--- config.mk ---
export PLATFORM = sky130hd
export DESIGN_NAME = hc_sr04_echo_emulator_flat
export DESIGN_NICKNAME = d
export VERILOG_FILES = /design/src/rtl/hc_sr04_echo_emulator_if.sv /design/src/rtl/hc_sr04_echo_emulator.sv /design/src/flat_wrapper.sv
export SDC_FILE = /design/constraint.sdc
export NUM_CORES = 1
export LEC_CHECK = 0
export CORE_ASPECT_RATIO = 0.75
export CORE_MARGIN = 2
export CORE_UTILIZATION = 69
export DETAILED_ROUTE_END_ITERATION = 16
export PLACE_DENSITY = 0.88
export SETUP_SLACK_MARGIN = 0.05
export SYNTH_ARGS = -nofsm -noshare
export SYNTH_HDL_FRONTEND = slang
export SYNTH_SLANG_ARGS = --single-unit
--- constraint.sdc ---
create_clock -name sys_clk -period 15.4 [get_ports sys_clk]
set_input_delay 3.08 -clock sys_clk [delete_from_list [all_inputs] [get_ports sys_clk]]
set_output_delay 3.08 -clock sys_clk [all_outputs]
set_load 0.05 [all_outputs]
--- src/rtl/hc_sr04_echo_emulator_if.sv ---
// hc_sr04_echo_emulator_if: trig/echo link between a ranging controller and the sensor emulator
interface hc_sr04_echo_emulator_if;
    logic        trig;
    logic [11:0] distance_mm;
    logic        echo;
    logic        busy;
    logic        trig_err;
    modport master (output trig, distance_mm, input echo, busy, trig_err);
    modport slave  (input trig, distance_mm, output echo, busy, trig_err);
endinterface

--- src/rtl/hc_sr04_echo_emulator.sv ---
// hc_sr04_echo_emulator: answers a valid trig pulse with an echo pulse whose width encodes distance_mm
module hc_sr04_echo_emulator #(
    parameter int unsigned TRIG_MIN_CYC    = 500,
    parameter int unsigned BURST_DELAY_CYC = 25000,
    parameter int unsigned CYC_PER_MM      = 294,
    parameter int unsigned MAX_MM          = 4000,
    parameter int unsigned TIMEOUT_CYC     = 1900000,
    parameter int unsigned HOLDOFF_CYC     = 500000
) (
    input  logic                   sys_clk,
    input  logic                   sys_rst,
    hc_sr04_echo_emulator_if.slave bus
);
    localparam logic [2:0] IDLE    = 3'd0;
    localparam logic [2:0] TRIG_HI = 3'd1;
    localparam logic [2:0] DELAY   = 3'd2;
    localparam logic [2:0] ECHO    = 3'd3;
    localparam logic [2:0] HOLDOFF = 3'd4;

    logic [2:0]  state_q, state_d;
    logic [31:0] cnt_q, cnt_d, width;
    logic [11:0] mm_q, mm_d;
    logic [2:0]  sync_q, sync_d;
    logic        echo_q, echo_d, busy_q, busy_d, trig_err_q, trig_err_d;
    logic        rise, fall;

    // sync_q[1] is the synchronized trig, sync_q[2] its registered copy for edge detection
    assign sync_d = {sync_q[1:0], bus.trig};
    assign rise   = sync_q[1] & ~sync_q[2];
    assign fall   = ~sync_q[1] & sync_q[2];
    assign width  = (mm_q == 12'd0 || {20'd0, mm_q} > MAX_MM) ? TIMEOUT_CYC : {20'd0, mm_q} * CYC_PER_MM;

    always_comb begin
        state_d    = state_q;
        cnt_d      = cnt_q;
        mm_d       = mm_q;
        echo_d     = echo_q;
        busy_d     = busy_q;
        trig_err_d = 1'b0;
        case (state_q)
            IDLE: if (rise) begin
                state_d = TRIG_HI;
                cnt_d   = 32'd1;
            end
            TRIG_HI: if (fall) begin
                state_d    = (cnt_q >= TRIG_MIN_CYC) ? DELAY : IDLE;
                busy_d     = cnt_q >= TRIG_MIN_CYC;
                trig_err_d = cnt_q < TRIG_MIN_CYC;
                mm_d       = (cnt_q >= TRIG_MIN_CYC) ? bus.distance_mm : mm_q;
                cnt_d      = 32'd0;
            end else if (cnt_q < TRIG_MIN_CYC) begin
                cnt_d = cnt_q + 32'd1;
            end
            DELAY: if (cnt_q == BURST_DELAY_CYC) begin
                state_d = ECHO;
                echo_d  = 1'b1;
                cnt_d   = 32'd0;
            end else begin
                cnt_d = cnt_q + 32'd1;
            end
            ECHO: if (cnt_q == width - 32'd1) begin
                state_d = HOLDOFF;
                echo_d  = 1'b0;
                cnt_d   = 32'd0;
            end else begin
                cnt_d = cnt_q + 32'd1;
            end
            HOLDOFF: if (cnt_q == HOLDOFF_CYC - 32'd1) begin
                state_d = IDLE;
                busy_d  = 1'b0;
                cnt_d   = 32'd0;
            end else begin
                cnt_d = cnt_q + 32'd1;
            end
            default: state_d = IDLE;
        endcase
    end

    always_ff @(posedge sys_clk or posedge sys_rst) begin
        if (sys_rst) begin
            state_q    <= IDLE;
            cnt_q      <= 32'd0;
            mm_q       <= 12'd0;
            sync_q     <= 3'd0;
            echo_q     <= 1'b0;
            busy_q     <= 1'b0;
            trig_err_q <= 1'b0;
        end else begin
            state_q    <= state_d;
            cnt_q      <= cnt_d;
            mm_q       <= mm_d;
            sync_q     <= sync_d;
            echo_q     <= echo_d;
            busy_q     <= busy_d;
            trig_err_q <= trig_err_d;
        end
    end

    assign bus.echo     = echo_q;
    assign bus.busy     = busy_q;
    assign bus.trig_err = trig_err_q;
endmodule

--- src/flat_wrapper.sv ---
// flat-port wrapper written by rule: the top's interface ports become plain ports
module hc_sr04_echo_emulator_flat 
#(
    parameter int unsigned TRIG_MIN_CYC    = 500,
    parameter int unsigned BURST_DELAY_CYC = 25000,
    parameter int unsigned CYC_PER_MM      = 294,
    parameter int unsigned MAX_MM          = 4000,
    parameter int unsigned TIMEOUT_CYC     = 1900000,
    parameter int unsigned HOLDOFF_CYC     = 500000
)
  (sys_clk, sys_rst, bus_trig, bus_distance_mm, bus_echo, bus_busy, bus_trig_err);
  hc_sr04_echo_emulator_if bus_i ();
  input  logic sys_clk;
  input  logic sys_rst;
  input wire logic [$bits(bus_i.trig)-1:0] bus_trig;
  input wire logic [$bits(bus_i.distance_mm)-1:0] bus_distance_mm;
  output wire logic [$bits(bus_i.echo)-1:0] bus_echo;
  output wire logic [$bits(bus_i.busy)-1:0] bus_busy;
  output wire logic [$bits(bus_i.trig_err)-1:0] bus_trig_err;
  assign bus_i.trig = bus_trig;
  assign bus_i.distance_mm = bus_distance_mm;
  assign bus_echo = bus_i.echo;
  assign bus_busy = bus_i.busy;
  assign bus_trig_err = bus_i.trig_err;
  hc_sr04_echo_emulator #(.TRIG_MIN_CYC(TRIG_MIN_CYC), .BURST_DELAY_CYC(BURST_DELAY_CYC), .CYC_PER_MM(CYC_PER_MM), .MAX_MM(MAX_MM), .TIMEOUT_CYC(TIMEOUT_CYC), .HOLDOFF_CYC(HOLDOFF_CYC)) u_core (.sys_clk(sys_clk), .sys_rst(sys_rst), .bus(bus_i));
endmodule
### Yosys cells after proc, flatten, opt, wreduce, memory -nomap -nowiden

Index checks and enable logic that the tools add are counted.

| cells by class | value |
|---|---|
| bitwise operators | 4 |
| order comparisons | 3 |
| reduce and logical (&&, ||, !) cells | 11 |
| $mul | 1 |
| add/subtract/negate cells | 2 |
| eq/ne operators | 13 |
| muxes and demuxes | 23 |

Operators with widths:

| kind | number |
|---|---|
| $mux W32 | 6 |
| $pmux W32 S5 | 1 |
| $add A32 B1 Y32 const B | 1 |
| $eq A32 B15 Y1 const B | 1 |
| $eq A32 B19 Y1 const B | 1 |
| $eq A32 B32 Y1 | 1 |
| $ge A32 B9 Y1 const B | 1 |
| $lt A32 B9 Y1 const B | 1 |
| $sub A32 B1 Y32 const B | 1 |
| $mux W21 | 1 |
| $mul A12 B8 Y20 const B | 1 |
| $mux W3 | 5 |
| $pmux W3 S5 | 1 |
| $gt A12 B12 Y1 const B | 1 |
| $logic_not A12 Y1 | 1 |
| $reduce_and A3 Y1 | 4 |
| $ne A2 B1 Y1 const B | 5 |
| $eq A3 B2 Y1 const B | 2 |
| $mux W1 | 6 |
| $reduce_and A5 Y1 | 1 |
| $reduce_bool A5 Y1 | 1 |
| $pmux W1 S2 | 2 |
| $reduce_bool A2 Y1 | 2 |
| $eq A3 B1 Y1 const B | 1 |
| other kinds (7) | 9 |

| storage, ports and cells | value |
|---|---|
| input bits | 15 |
| register bits | 53 |
| logic and storage cells | 64 |

### Longest topological paths before layout

Gate-level depths: netlist of the first run.

| depth | value |
|---|---|
| word-level depth | 7 |
| depth in mapped cells | 23 |
| gate-level depth less buffers | 19 |

### Worst setup path before layout of the first run

Ideal clock, no wire load.

| timing path | value |
|---|---|
| path kind | register to register |
| start | register u_core.mm_q[0] |
| end | register u_core.cnt_q[24] |
| stages on the path, launching flop included | 22 |
| required time | 15.278 ns |
| slack | 10.080 ns |
| period minus slack after synthesis | 5.320 ns |
| data arrival time | 5.199 ns |
| path through | dfrtp_1 > ha_1 > ha_1 > inv_1 > fa_1 > inv_1 > ha_1 > and2_1 > a221o_1 > or3_1 > buf_2 > a211o_1 > nor2_2 > nand3_1 > or4_1 > o21bai_1 > a21o_1 > o31ai_4 > buf_6 > buf_6 > nand2_1 > a32o_1 |

| between the ends | value |
|---|---|
| cells in the longest elaborated chain, start to end | 7 |
| elaborated cells on any way between the ends | 9 |
| classes of those cells | add/sub (1); mul (1); order compare (1); eq/ne (1); mux (3); reduce/logical (2) |

RTL lines:

| what | line | source |
|---|---|---|
| from (decl) | hc_sr04_echo_emulator.sv:22 | `logic [11:0] mm_q, mm_d;` |
| from (signal assigned) | hc_sr04_echo_emulator.sv:91 | `mm_q <= mm_d;` |
| parallel branches: the longest is 2 deep, another holds $mul A12 B8 Y20 | -- |  |
| $mux W21 * | hc_sr04_echo_emulator.sv:31 | `assign width = (mm_q == 12'd0 \|\| {20'd0, mm_q} > MAX_MM) ? TIMEOUT_CYC : {20'd0, mm_q} * CYC_PER_MM;` |
| $sub A32 B1 Y32 * | hc_sr04_echo_emulator.sv:61 | `ECHO: if (cnt_q == width - 32'd1) begin` |
| $eq A32 B32 Y1 * | hc_sr04_echo_emulator.sv:61 |  |
| $mux W32 * | hc_sr04_echo_emulator.sv:61 |  |
| $pmux W32 S5 * | hc_sr04_echo_emulator.sv:40 | `case (state_q)` |
| to (signal assigned) | hc_sr04_echo_emulator.sv:90 | `cnt_q <= cnt_d;` |
| to (decl) | hc_sr04_echo_emulator.sv:21 | `logic [31:0] cnt_q, cnt_d, width;` |

Mark *: on every way between the ends.
A chain may end at the register's enable or synchronous reset.

### Worst setup path in the final report of the first run

| timing path | value |
|---|---|
| start | register u_core.mm_q[6] |
| end | register u_core.cnt_q[30] |

The elaborated chain is that of the path after synthesis.

==> flow_summary.rst, run 1 <==
.. list-table::
   :header-rows: 1

   * - Metric
     - Value
   * - Outcome
     - finished, final reports clean
   * - Share of the core filled with cells in the final layout
     - 74.54%
   * - Met1 routed wirelength after detailed routing
     - 6.632 mm
   * - CTS Hold Bufs
     - 0
   * - Antenna Nets Post-Route
     - 0
   * - Routed wire length
     - 14.61 mm
   * - Via count of the first global-routing pass
     - 5050
   * - Pwr per Cell Area
     - 100.6 nW/um^2
   * - Yosys top cell by area
     - dfrtp_1
   * - Clock tree from TritonCTS
     - yes
   * - DRC marker count from the first detailed-route iteration
     - 489
   * - Final setup violating endpoints
     - 0
   * - Hold_ws
     - 0.3623 ns
   * - Cells after DPL
     - 799
   * - Netlist cell types
     - 76
   * - Number of cell rows
     - 29
   * - Number of clock sinks seen by CTS
     - 53
   * - Area share of the leading cell type in the synthesized netlist
     - 22.64%
   * - Total leakage power
     - 2.764 nW
   * - Count of buffering cells on the critical path with inverters included
     - 4
   * - Routed vias
     - 5466
   * - Endpoint type of the worst setup path
     - flop
   * - Largest net degree at the start of global routing
     - 54
   * - Width of the die
     - 110.4 um
   * - Crit Reg-Reg Endpoint
     - u_core.cnt_q[30]$_DFFE_PP0P_
   * - Clock tree root driver cell
     - clkbuf_16
   * - Grt ovf
     - 0
   * - Path type of the worst setup path
     - reg -> reg
   * - Origin of the critical flop-to-flop path
     - u_core.mm_q[6]$_DFFE_PP0P_
   * - Number of primary I/O pins
     - 18
   * - Number of cells on the worst reg-to-reg path
     - 20
   * - Average wire per standard cell
     - 18.11 um
   * - Clock Pin Slew Worst Setup and Hold Paths
     - 0.07 ns
   * - Cell type group with the largest total delay on the critical path
     - compound AO/OA/AOI/OAI gates
   * - Filler-free cell count of the finished design
     - 807
   * - Biggest cell delay along the critical path
     - 0.59 ns
   * - Clock buffer count from CTS
     - 5
   * - Number of max-cap violations
     - 0
   * - Clk buf depth
     - 2
   * - Remaining design rule violation count
     - 0
   * - Register-to-Register Setup Slack
     - 8.68 ns
   * - Tmin final
     - 6.724 ns
   * - Area of the mapped netlist
     - 5858 um^2
   * - Share of final-layout standard cells stronger than drive strength 1
     - 6.152%
   * - Postcts setup bufs
     - 0
   * - Detail-routed via count per cell
     - 6.773
   * - Hold Crit Start
     - u_core.sync_q[0]$_DFF_PP0_
   * - Cell area reported after detailed placement
     - 6053 um^2
   * - Final Worst Setup Slack
     - 8.676 ns
   * - Worst Hold End
     - u_core.sync_q[1]$_DFF_PP0_
   * - Top layer reached by signal wires
     - met4
   * - Total count of hold-check failures in the final report
     - 0
   * - Synth-to-Final Area Change
     - 6.194%
   * - Post-synthesis instance total
     - 701
   * - Core Box Area
     - 8346 um^2
   * - Met3 layer wire length in the routed design
     - 1.078 mm
   * - Fraction of registers with async set/reset
     - 100.0%
   * - CTS H-Tree Depth
     - 2
   * - Number of flops mapped to enable cells by yosys
     - 0
   * - Cell Chain, Critical Path
     - inv_1 > ha_1 > ha_1 > inv_1 > fa_1 > inv_1 > ha_1 > and2_1 > a221oi_2 > a211oi_1 > a211oi_2 > or3b_2 > nor4_1 > o22ai_1 > a2111oi_0 > nand4_1 > o31ai_4 > buf_4 > and2_1 > o21ai_0
   * - Arrival time at the worst endpoint
     - 6.87 ns
   * - Critical path fanouts, max
     - 31
   * - Total number of yosys warnings
     - 0
   * - Normalized max-slew margin
     - 28.64%
   * - Initial core utilization
     - 70.19%
   * - Final std cell area, no fill
     - 6221 um^2
   * - Master of the slowest instance on the critical path
     - and2_1
   * - Data required time at the worst endpoint
     - 15.55 ns
   * - Initial antenna violation count
     - 0
   * - Total of buffers placed on input and output ports
     - 17
   * - Hold Path Cell Cnt
     - 0
   * - Final net count
     - 790
   * - Resized Gates After CTS
     - 0
   * - Overall routing resource usage
     - 32.83%
   * - Die extent in y
     - 83.80 um
   * - Clock latency on the worst-skew pair
     - 0.30 ns
   * - Detailed placer's ending HPWL
     - 11.14 mm
   * - Worst setup timing slack at the placement stage
     - 8.916 ns
   * - Skew final
     - 0.004043 ns
   * - Min-Delay Path Class
     - reg -> reg
   * - Post-route clock period utilization
     - 43.66%
   * - Number of max-slew violations in the final report
     - 0
   * - Sequential share of the synthesized area
     - 22.64%
   * - Routed wire length on met2
     - 6.731 mm
   * - Power consumption
     - 625.7 uW
   * - Type of element launching the critical path
     - flop
   * - RSZ-0062 raised after global routing
     - false
   * - Register bit total from synthesis
     - 53
   * - Actual transition at the worst max-transition pin
     - 1.066 ns
   * - Average cell area after synthesis
     - 8.357 um^2
   * - Synthesized net count
     - 793
   * - Detailed Routing Iterations Pass 1
     - 6
   * - Flip-flop cell with the highest count after synthesis
     - dfrtp_1
   * - Wire length of the first global-routing pass
     - 24.14 mm
   * - Maximum VDD drop
     - 0.05477 mV
   * - Weighted congestion reported at the end of routability-driven placement
     - 0.9664
   * - Max Clock Freq
     - 0.1487 GHz
   * - Multi-input gate area
     - 4170 um^2
   * - Fill cells
     - 604
   * - Die area
     - 9251 um^2
   * - # diodes
     - 0
   * - Fin Setup TNS
     - 0 ns
   * - Total area of sequential cells
     - 1326 um^2
   * - Cell types occupying the most area after synthesis
     - dfrtp_1 23%, ha_1 13%, fa_1 4.8%
==> routing by layer <==
metal	vias up	track usage [%]
met2	252	51.48
li1	2574	-
met3	26	4.684
met4	0	7.159
met1	2614	48.18
met5	-	0
==> synthesized netlist by cell type, types with 10 or more instances <==
library cell,n
o21ai_1,17
o21ai_0,39
ha_1,63
nand2_1,49
nor2_1,36
fa_1,14
and2_1,10
xnor2_1,17
and3_1,12
clkbuf_1,23
a21o_1,13
xor2_1,10
inv_1,59
nand3_1,30
nand4_1,11
nor4_1,10
mux2_2,15
a21oi_1,30
or4_1,13
nor3_1,26
dfrtp_1,53
==> state kept, by name, indices dropped and copies added, names as in the netlist <==
name / flops
u_core.state_q: 3
u_core.cnt_q: 32
u_core.bus.echo: 1
u_core.sync_q: 3
u_core.mm_q: 12
u_core.bus.busy: 1
u_core.bus.trig_err: 1
==> cell type report <==
type / count / area share (%)
Clock buffer: 6 / 2.072
Clock inverter: 2 / 0.6235
Inverter: 59 / 3.560
Multi-Input combinational cell: 558 / 67.04
Sequential cell: 53 / 21.32
Tap cell: 108 / 2.172
Timing Repair Buffer: 21 / 3.218
==> worst reg2reg max path: stages (launching register included) <==
cell       delay, ns
dfrtp_1         0.49
inv_1           0.11
ha_1            0.32
ha_1            0.27
inv_1           0.05
fa_1            0.53
inv_1           0.04
ha_1            0.35
and2_1          0.23
a221oi_2        0.47
a211oi_1        0.17
a211oi_2        0.43
or3b_2          0.48
nor4_1          0.30
o22ai_1         0.13
a2111oi_0       0.58
nand4_1         0.27
o31ai_4         0.23
buf_4           0.34
and2_1          0.60
o21ai_0         0.20
==> placed cells by master (no fill, tap or decap), drive strengths merged, types with 6 or more instances in the layout <==
master	n
dfrtp	53
nand3	30
fa	14
ha	63
o211ai	9
xnor2	17
and3	12
o21ai	56
nor2	37
nor3b	7
a21o	13
nor4	10
inv	59
o21a	9
nand2	49
a211oi	9
nand4	11
clkbuf	6
mux2	15
a21oi	30
xor2	10
or3	9
or4	13
nor3	26
o22ai	7
nor2b	9
and2	10
clkdlybuf4s50	17
==> power breakdown <==
part           total [mW]  switching [mW]  internal, mW  leakage [nW]
Clock               0.132          0.0551        0.0773        0.0810
Combinational       0.344           0.208         0.137          1.98
Sequential          0.149         0.00656         0.142         0.703
Total               0.626           0.269         0.356          2.76
==> logic make-up after synthesis <==
family,count (synthesis),share of synthesized area (%)
buf+inv,90,6.172
compound gates,178,20.78
mux,18,3.396
fa+ha+maj,77,18.24
xor+xnor,28,4.421
flops,53,22.64
simple gates,257,24.35
==> worst max path at each step <==
stage                                          start                            to  slack (ns)  cells after the start
after floorplan           u_core.mm_q[0]$_DFFE_PP0P_  u_core.cnt_q[24]$_DFFE_PP0P_       10.08                     21
after global placement    u_core.mm_q[6]$_DFFE_PP0P_  u_core.cnt_q[27]$_DFFE_PP0P_        9.01                     20
after detailed placement  u_core.mm_q[6]$_DFFE_PP0P_  u_core.cnt_q[30]$_DFFE_PP0P_        8.92                     19
after CTS                 u_core.mm_q[6]$_DFFE_PP0P_  u_core.cnt_q[30]$_DFFE_PP0P_        8.80                     19
after global routing      u_core.mm_q[6]$_DFFE_PP0P_  u_core.cnt_q[15]$_DFFE_PP0P_        8.28                     19
final                     u_core.mm_q[6]$_DFFE_PP0P_  u_core.cnt_q[30]$_DFFE_PP0P_        8.68                     20
Power figures use the tool's default switching activity.
==> run 2: changes to the inputs <==
- CORE_UTILIZATION: 69 -> 64
- PLACE_DENSITY: 0.88 -> 0.83
- clock period: 15.4 -> 6.63 ns (I/O delays scaled with it)
==> flow_summary.rst, run 2 (synthesis results as in run 1) <==
.. list-table::
   :header-rows: 1

   * - Metric
     - Value
   * - Largest regs
     - u_core.cnt_q: 32 flops, u_core.mm_q: 12 flops
   * - Worst setup timing slack at the placement stage
     - 0.3452 ns (-8.571 ns)
   * - Remaining design rule violation count
     - 0 (unchanged)
   * - Number of clock sinks seen by CTS
     - 53 (unchanged)
   * - Antenna Nets Post-Route
     - 0 (unchanged)
   * - Number of max-slew violations in the final report
     - 0 (unchanged)
   * - Number of max-cap violations
     - 0 (unchanged)
   * - Die extent in y
     - 86.86 um (+3.7%)
   * - Clk buf depth
     - 2 (unchanged)
   * - Weighted congestion reported at the end of routability-driven placement
     - 0.9807 (+1.5%)
   * - Total count of hold-check failures in the final report
     - 0 (unchanged)
   * - Detail-routed via count per cell
     - 6.570 (-3.0%)
   * - Tmin final
     - 6.154 ns (-0.5697 ns)
   * - Final net count
     - 796 (+0.76%)
   * - Width of the die
     - 114.5 um (+3.7%)
   * - CTS Hold Bufs
     - 0 (unchanged)
   * - Clock Pin Slew Worst Setup and Hold Paths
     - 0.07 ns (about the same)
   * - Cell type group with the largest total delay on the critical path
     - compound AO/OA/AOI/OAI gates
   * - Arrival time at the worst endpoint
     - 6.31 ns (-0.56 ns)
   * - Critical path fanouts, max
     - 17 (-45%)
   * - Normalized max-slew margin
     - 36.00% (+7.4 points)
   * - Outcome
     - finished, final reports clean
   * - Flip-flop count of the largest register after layout
     - 32 (unchanged)
   * - Clock latency on the worst-skew pair
     - 0.29 ns (about the same)
   * - Most frequent cells in the layout
     - 63 x ha_1, 58 x inv_1, 53 x dfrtp_1
   * - Fill cells
     - 684 (+13%)
   * - Path type of the worst setup path
     - reg -> reg
   * - Routed wire length
     - 14.71 mm (+0.66%)
   * - Maximum VDD drop
     - 0.1113 mV (+100%)
   * - Data required time at the worst endpoint
     - 6.78 ns (-8.77 ns)
   * - Leading cell type in the layout, fill and taps excluded
     - ha_1
   * - Die area
     - 9943 um^2 (+7.5%)
   * - Routed vias
     - 5368 (-1.8%)
   * - Hold Path Cell Cnt
     - 0 (unchanged)
   * - Total of buffers placed on input and output ports
     - 17 (unchanged)
   * - CTS H-Tree Depth
     - 2 (unchanged)
   * - Endpoint type of the worst setup path
     - flop
   * - Clock buffer count from CTS
     - 5 (unchanged)
   * - Count of buffering cells on the critical path with inverters included
     - 3 (-1)
   * - # diodes
     - 0 (unchanged)
   * - Type of element launching the critical path
     - flop
   * - Number of cell rows
     - 30 (+3.4%)
   * - Synth-to-Final Area Change
     - 7.091%
   * - DRC marker count from the first detailed-route iteration
     - 542 (+11%)
   * - Master of the slowest instance on the critical path
     - fa_1
   * - Register with the highest flop count
     - u_core.cnt_q
   * - Instance count on the critical path
     - 19 (-5.0%)
   * - RSZ-0062 raised after global routing
     - false
   * - Min-Delay Path Class
     - reg -> reg
   * - Clock tree from TritonCTS
     - yes
   * - Detailed placer's ending HPWL
     - 11.15 mm (+0.12%)
   * - Cells after DPL
     - 806 (+0.88%)
   * - Wire length of the first global-routing pass
     - 24.61 mm (+1.9%)
   * - Actual transition at the worst max-transition pin
     - 0.9601 ns (-0.1064 ns)
   * - Final setup violating endpoints
     - 0 (unchanged)
   * - Hold_ws
     - 0.3523 ns (-0.009990 ns)
   * - Fin Setup TNS
     - 0 ns (unchanged)
   * - Via count of the first global-routing pass
     - 5087 (+0.73%)
   * - Detailed Routing Iterations Pass 1
     - 6 (unchanged)
   * - Clock tree root driver cell
     - clkbuf_16
   * - Cell area reported after detailed placement
     - 6081 um^2 (+0.45%)
   * - Total leakage power
     - 2.796 nW (+1.2%)
   * - Skew final
     - 0.005901 ns (+0.001858 ns)
   * - Cell Chain, Critical Path
     - inv_1 > ha_1 > ha_1 > inv_1 > fa_1 > inv_1 > ha_1 > and2_1 > a221oi_2 > a211oi_1 > a211oi_2 > or3b_2 > nor4_1 > o22ai_1 > a2111oi_1 > nand4_1 > o31ai_4 > and2_2 > o21ai_0
   * - Pwr per Cell Area
     - 233.0 nW/um^2 (+130%)
   * - Max Clock Freq
     - 0.1625 GHz (+9.3%)
   * - Overall routing resource usage
     - 30.78% (-2.1 points)
   * - Number of cells on the worst reg-to-reg path
     - 19 (-5.0%)
   * - Final Worst Setup Slack
     - 0.4761 ns (-8.200 ns)
   * - Average wire per standard cell
     - 18.00 um (-0.57%)
   * - Initial antenna violation count
     - 0 (unchanged)
   * - Final std cell area, no fill
     - 6274 um^2 (+0.84%)
   * - Number of primary I/O pins
     - 18 (unchanged)
   * - Share of final-layout standard cells stronger than drive strength 1
     - 7.092% (+0.94 points)
   * - Core Box Area
     - 8971 um^2 (+7.5%)
   * - Filler-free cell count of the finished design
     - 817 (+1.2%)
   * - Initial core utilization
     - 65.30% (-4.9 points)
   * - Post-route clock period utilization
     - 92.82% (+49 points)
   * - Largest net degree at the start of global routing
     - 54 (unchanged)
   * - Grt ovf
     - 0 (unchanged)
   * - Biggest cell delay along the critical path
     - 0.53 ns (-0.06 ns)
==> run 2: cell types whose count changed in the layout (fill, tap and decap cells not counted), sizes merged <==
cell / before / now
buf: 4 / 10
==> run 2: layout make-up <==
type                            instances  area [um^2]  share of cell area (%)
Clock buffer                            6        128.9                   2.054
Clock inverter                          2        38.79                  0.6183
Inverter                               59        221.5                   3.530
Multi-Input combinational cell        558         4173                   66.51
Sequential cell                        53         1326                   21.14
Tap cell                              112        140.1                   2.234
Timing Repair Buffer                   27        245.2                   3.909
==> run 2: worst paths after layout <==
kind | from | end | slack [ns]
min in group asynchronous | sys_rst | u_core.mm_q[3]$_DFFE_PP0P_ | 1.53
max reg2reg | u_core.mm_q[6]$_DFFE_PP0P_ | u_core.cnt_q[29]$_DFFE_PP0P_ | 0.48
min reg2reg | u_core.sync_q[0]$_DFF_PP0_ | u_core.sync_q[1]$_DFF_PP0_ | 0.35
min | u_core.sync_q[0]$_DFF_PP0_ | u_core.sync_q[1]$_DFF_PP0_ | 0.35
max | u_core.mm_q[6]$_DFFE_PP0P_ | u_core.cnt_q[29]$_DFFE_PP0P_ | 0.48
max in group asynchronous | sys_rst | u_core.cnt_q[21]$_DFFE_PP0P_ | 4.61
==> run 2: power by group <==
part	internal, mW	switching [mW]
Clock	0.179	0.123
Sequential	0.330	0.0150
Combinational	0.320	0.494
Total	0.830	0.632
==> run 2: worst register-to-register path, stage by stage, from the launching register on <==
cell and delay [ns]:
dfrtp_1 0.50, inv_1 0.11, ha_1 0.32, ha_1 0.27, inv_1 0.05, fa_1 0.53, inv_1 0.04, ha_1 0.36
and2_1 0.23, a221oi_2 0.47, a211oi_1 0.17, a211oi_2 0.44, or3b_2 0.49, nor4_1 0.32, o22ai_1 0.12, a2111oi_1 0.49
nand4_1 0.25, o31ai_4 0.27, and2_2 0.43, o21ai_0 0.17
==> run 2: per-layer routing <==
metal  share of wire [%]  global-route usage [%]  up-vias
met2                  45                   47.55      216
met4                 1.8                   7.539        0
met1                  46                   44.54     2543
met3                 8.2                   6.193       25
met5                   0                       0        -
li1                    -                       -     2584
==> run 2: stage by stage <==
step / util (%) / power (mW)
2_1_floorplan: - / 0.9808
3_3_place_gp: 67.78 / 1.096
3_5_place_dp: 67.78 / 1.135
4_1_cts: 69.65 / 1.444
5_1_grt: 69.93 / 1.561
6_report: 69.93 / 1.462
==> run 2: what timing repair did <==
item,4_1_cts,5_1_grt
setup buffers,0,3
gates resized for setup,0,2
endpoints found under the hold margin,0,0
endpoints found under the setup margin,0,23
==> run 3: changes to the inputs <==
- CORE_UTILIZATION: 64 -> 45
- PLACE_DENSITY: 0.83 -> default
==> flow_summary.rst, run 3 (synthesis results as in run 1) <==
.. list-table::
   :header-rows: 1

   * - Metric
     - Value
   * - Final setup violating endpoints
     - 0 (unchanged)
   * - Largest regs
     - u_core.cnt_q: 32 flops, u_core.mm_q: 12 flops
   * - Normalized max-slew margin
     - 49.44% (+13 points)
   * - Endpoint type of the worst setup path
     - flop
   * - Total leakage power
     - 2.771 nW (-0.90%)
   * - Cell Chain, Critical Path
     - inv_1 > ha_1 > ha_1 > inv_1 > fa_1 > inv_1 > ha_1 > and2_1 > a221oi_2 > a211oi_1 > a211oi_2 > nor3b_2 > nand3_1 > or4_1 > o21bai_1 > a21o_1 > o31ai_4 > buf_4 > and2_1 > buf_4 > o21ai_0
   * - Overall routing resource usage
     - 22.86% (-7.9 points)
   * - Max Clock Freq
     - 0.1639 GHz (+0.84%)
   * - Fin Setup TNS
     - 0 ns (unchanged)
   * - Register with the highest flop count
     - u_core.cnt_q
   * - Tmin final
     - 6.102 ns (-0.05154 ns)
   * - Skew final
     - 0.01029 ns (+0.004391 ns)
   * - Count of buffering cells on the critical path with inverters included
     - 5 (+2)
   * - Combinational power share
     - 56.9% (+1.2 points)
   * - # diodes
     - 0 (unchanged)
   * - Actual transition at the worst max-transition pin
     - 0.7504 ns (-0.2096 ns)
   * - Routed wire length
     - 15.05 mm (+2.3%)
   * - Weighted congestion reported at the end of routability-driven placement
     - 0.9265 (-5.5%)
   * - Clock latency on the worst-skew pair
     - 0.31 ns (+0.02 ns)
   * - Grt ovf
     - 0 (unchanged)
   * - CTS Hold Bufs
     - 0 (unchanged)
   * - RSZ-0062 raised after global routing
     - false
   * - Number of cell rows
     - 36 (+20%)
   * - Master of the slowest instance on the critical path
     - fa_1
   * - Width of the die
     - 135.7 um (+19%)
   * - Cell type group with the largest total delay on the critical path
     - compound AO/OA/AOI/OAI gates
   * - Most frequent cells in the layout
     - 63 x ha_1, 58 x inv_1, 53 x dfrtp_1
   * - Die area
     - 13960 um^2 (+40%)
   * - Largest net degree at the start of global routing
     - 54 (unchanged)
   * - Biggest cell delay along the critical path
     - 0.53 ns (about the same)
   * - Int Pwr
     - 797.3 uW (-4.0%)
   * - Detail-routed via count per cell
     - 6.069 (-7.6%)
   * - Total count of hold-check failures in the final report
     - 0 (unchanged)
   * - Type of element launching the critical path
     - flop
   * - Arrival time at the worst endpoint
     - 6.28 ns (-0.03 ns)
   * - Routed vias
     - 5310 (-1.1%)
   * - Portion of total power attributed to the clock network
     - 19.1% (-1.6 points)
   * - Power consumption
     - 1.437 mW (-1.7%)
   * - Number of max-slew violations in the final report
     - 0 (unchanged)
   * - Critical path fanouts, max
     - 17 (unchanged)
   * - Switching power as a share of total power
     - 44.51% (+1.3 points)
   * - DRC marker count from the first detailed-route iteration
     - 334 (-38%)
   * - Number of clock sinks seen by CTS
     - 53 (unchanged)
   * - Share of final-layout standard cells stronger than drive strength 1
     - 7.102% (+0.010 points)
   * - Detailed placer's ending HPWL
     - 11.50 mm (+3.1%)
   * - Outcome
     - finished, final reports clean
   * - Clk buf depth
     - 2 (unchanged)
   * - Initial antenna violation count
     - 0 (unchanged)
   * - Remaining design rule violation count
     - 0 (unchanged)
   * - CTS H-Tree Depth
     - 2 (unchanged)
   * - Data required time at the worst endpoint
     - 6.81 ns (+0.03 ns)
   * - Post-route clock period utilization
     - 92.04% (-0.78 points)
   * - Share of power burned in registers
     - 24.0% (+0.4 points)
   * - Switching power of the nets
     - 639.5 uW (+1.2%)
   * - Path type of the worst setup path
     - reg -> reg
   * - Core Box Area
     - 12840 um^2 (+43%)
   * - Clock Pin Slew Worst Setup and Hold Paths
     - 0.07 ns (about the same)
   * - Leading cell type in the layout, fill and taps excluded
     - ha_1
   * - Via count of the first global-routing pass
     - 4960 (-2.5%)
   * - Flip-flop count of the largest register after layout
     - 32 (unchanged)
   * - Clock tree from TritonCTS
     - yes
   * - Initial core utilization
     - 45.63% (-20 points)
   * - Die extent in y
     - 102.8 um (+18%)
   * - Min-Delay Path Class
     - reg -> reg
   * - Final net count
     - 795 (-0.13%)
   * - Number of max-cap violations
     - 0 (unchanged)
   * - Number of primary I/O pins
     - 18 (unchanged)
   * - Antenna Nets Post-Route
     - 0 (unchanged)
   * - Detailed Routing Iterations Pass 1
     - 6 (unchanged)
   * - Average wire per standard cell
     - 17.20 um (-4.5%)
   * - Synth-to-Final Area Change
     - 7.924%
   * - Maximum VDD drop
     - 0.1327 mV (+19%)
   * - Clock buffer count from CTS
     - 5 (unchanged)
   * - Wire length of the first global-routing pass
     - 25.38 mm (+3.1%)
   * - Clock tree root driver cell
     - clkbuf_16
   * - Total of buffers placed on input and output ports
     - 17 (unchanged)
   * - Pwr per Cell Area
     - 227.3 nW/um^2 (-2.5%)
run 3: changes by cell type in the layout (fill, tap and decap cells not counted):
cell,change
and2_1,+1
bufinv_16,-1
clkinv_4,-1
a2111oi_2,+1
a2111oi_1,-1
nor2_1,-1
and2_2,-1
nor2_2,+1
buf_4,-1
clkinvlp_4,+2
run 3: through the flow:
step,setup WS [ns],instances,utilization [%],area [um^2],hold slack [ns]
final,0.5277,875,49.25,6322,0.3484
after global routing,0.1391,875,49.25,6322,0.3627
after CTS,0.3323,874,49.12,6306,0.3526
after detailed placement,0.3658,866,48.00,6162,0.3358
after global placement,0.5248,866,48.00,6162,0.3351
after floorplan,1.310,701,-,5858,0.3312
run 3: area by class of cell:
type	count	area, um^2
clock buffer	6	128.9
clock inverter	2	15.01
fill	1245	6515
inverter	59	221.5
multi-input combinational	558	4179
sequential	53	1326
tap	171	214.0
timing repair buffer	26	237.7
run 3: worst paths after layout:
path	from	endpoint	slack [ns]	cells after the start
setup / recovery	u_core.mm_q[6]$_DFFE_PP0P_	u_core.cnt_q[27]$_DFFE_PP0P_	0.53	21
hold / removal	u_core.sync_q[0]$_DFF_PP0_	u_core.sync_q[1]$_DFF_PP0_	0.35	0
setup reg to reg	u_core.mm_q[6]$_DFFE_PP0P_	u_core.cnt_q[27]$_DFFE_PP0P_	0.53	21
hold reg to reg	u_core.sync_q[0]$_DFF_PP0_	u_core.sync_q[1]$_DFF_PP0_	0.35	0
max in group asynchronous	sys_rst	u_core.cnt_q[25]$_DFFE_PP0P_	4.61	3
min in group asynchronous	sys_rst	u_core.mm_q[8]$_DFFE_PP0P_	1.52	3
run 3: per-layer routing:
metal  up-vias  GRT usage (%)  routed length, um
met2       152          33.88               6294
met4         0          6.250                244
li1       2569              -                  -
met1      2574          34.54               7673
met5         -              0                  0
met3        15          3.441                833
run 3: what timing repair did:
item,4_1_cts,5_1_grt
gates resized for setup,0,3
setup buffers,0,1
hold endpoints to repair,0,0
endpoints found under the setup margin,0,33
run 3: worst reg2reg max path: cells and delay by family, from the launching register on:
kind / cells / cell delay (ns)
flip-flops: 1 / 0.47
AND/OR/NAND/NOR: 5 / 1.50
adder cells (fa/ha/maj): 4 / 1.48
AO/OA/AOI/OAI: 7 / 1.88
buffers and inverters: 5 / 0.63
run 3: power by group through the flow:
stage	registers [mW]	clock network, mW	logic, mW
2_1_floorplan	0.346	0	0.634
3_3_place_gp	0.351	0	0.770
3_5_place_dp	0.351	0	0.787
4_1_cts	0.345	0.284	0.793
5_1_grt	0.347	0.298	0.923
6_report	0.345	0.274	0.818
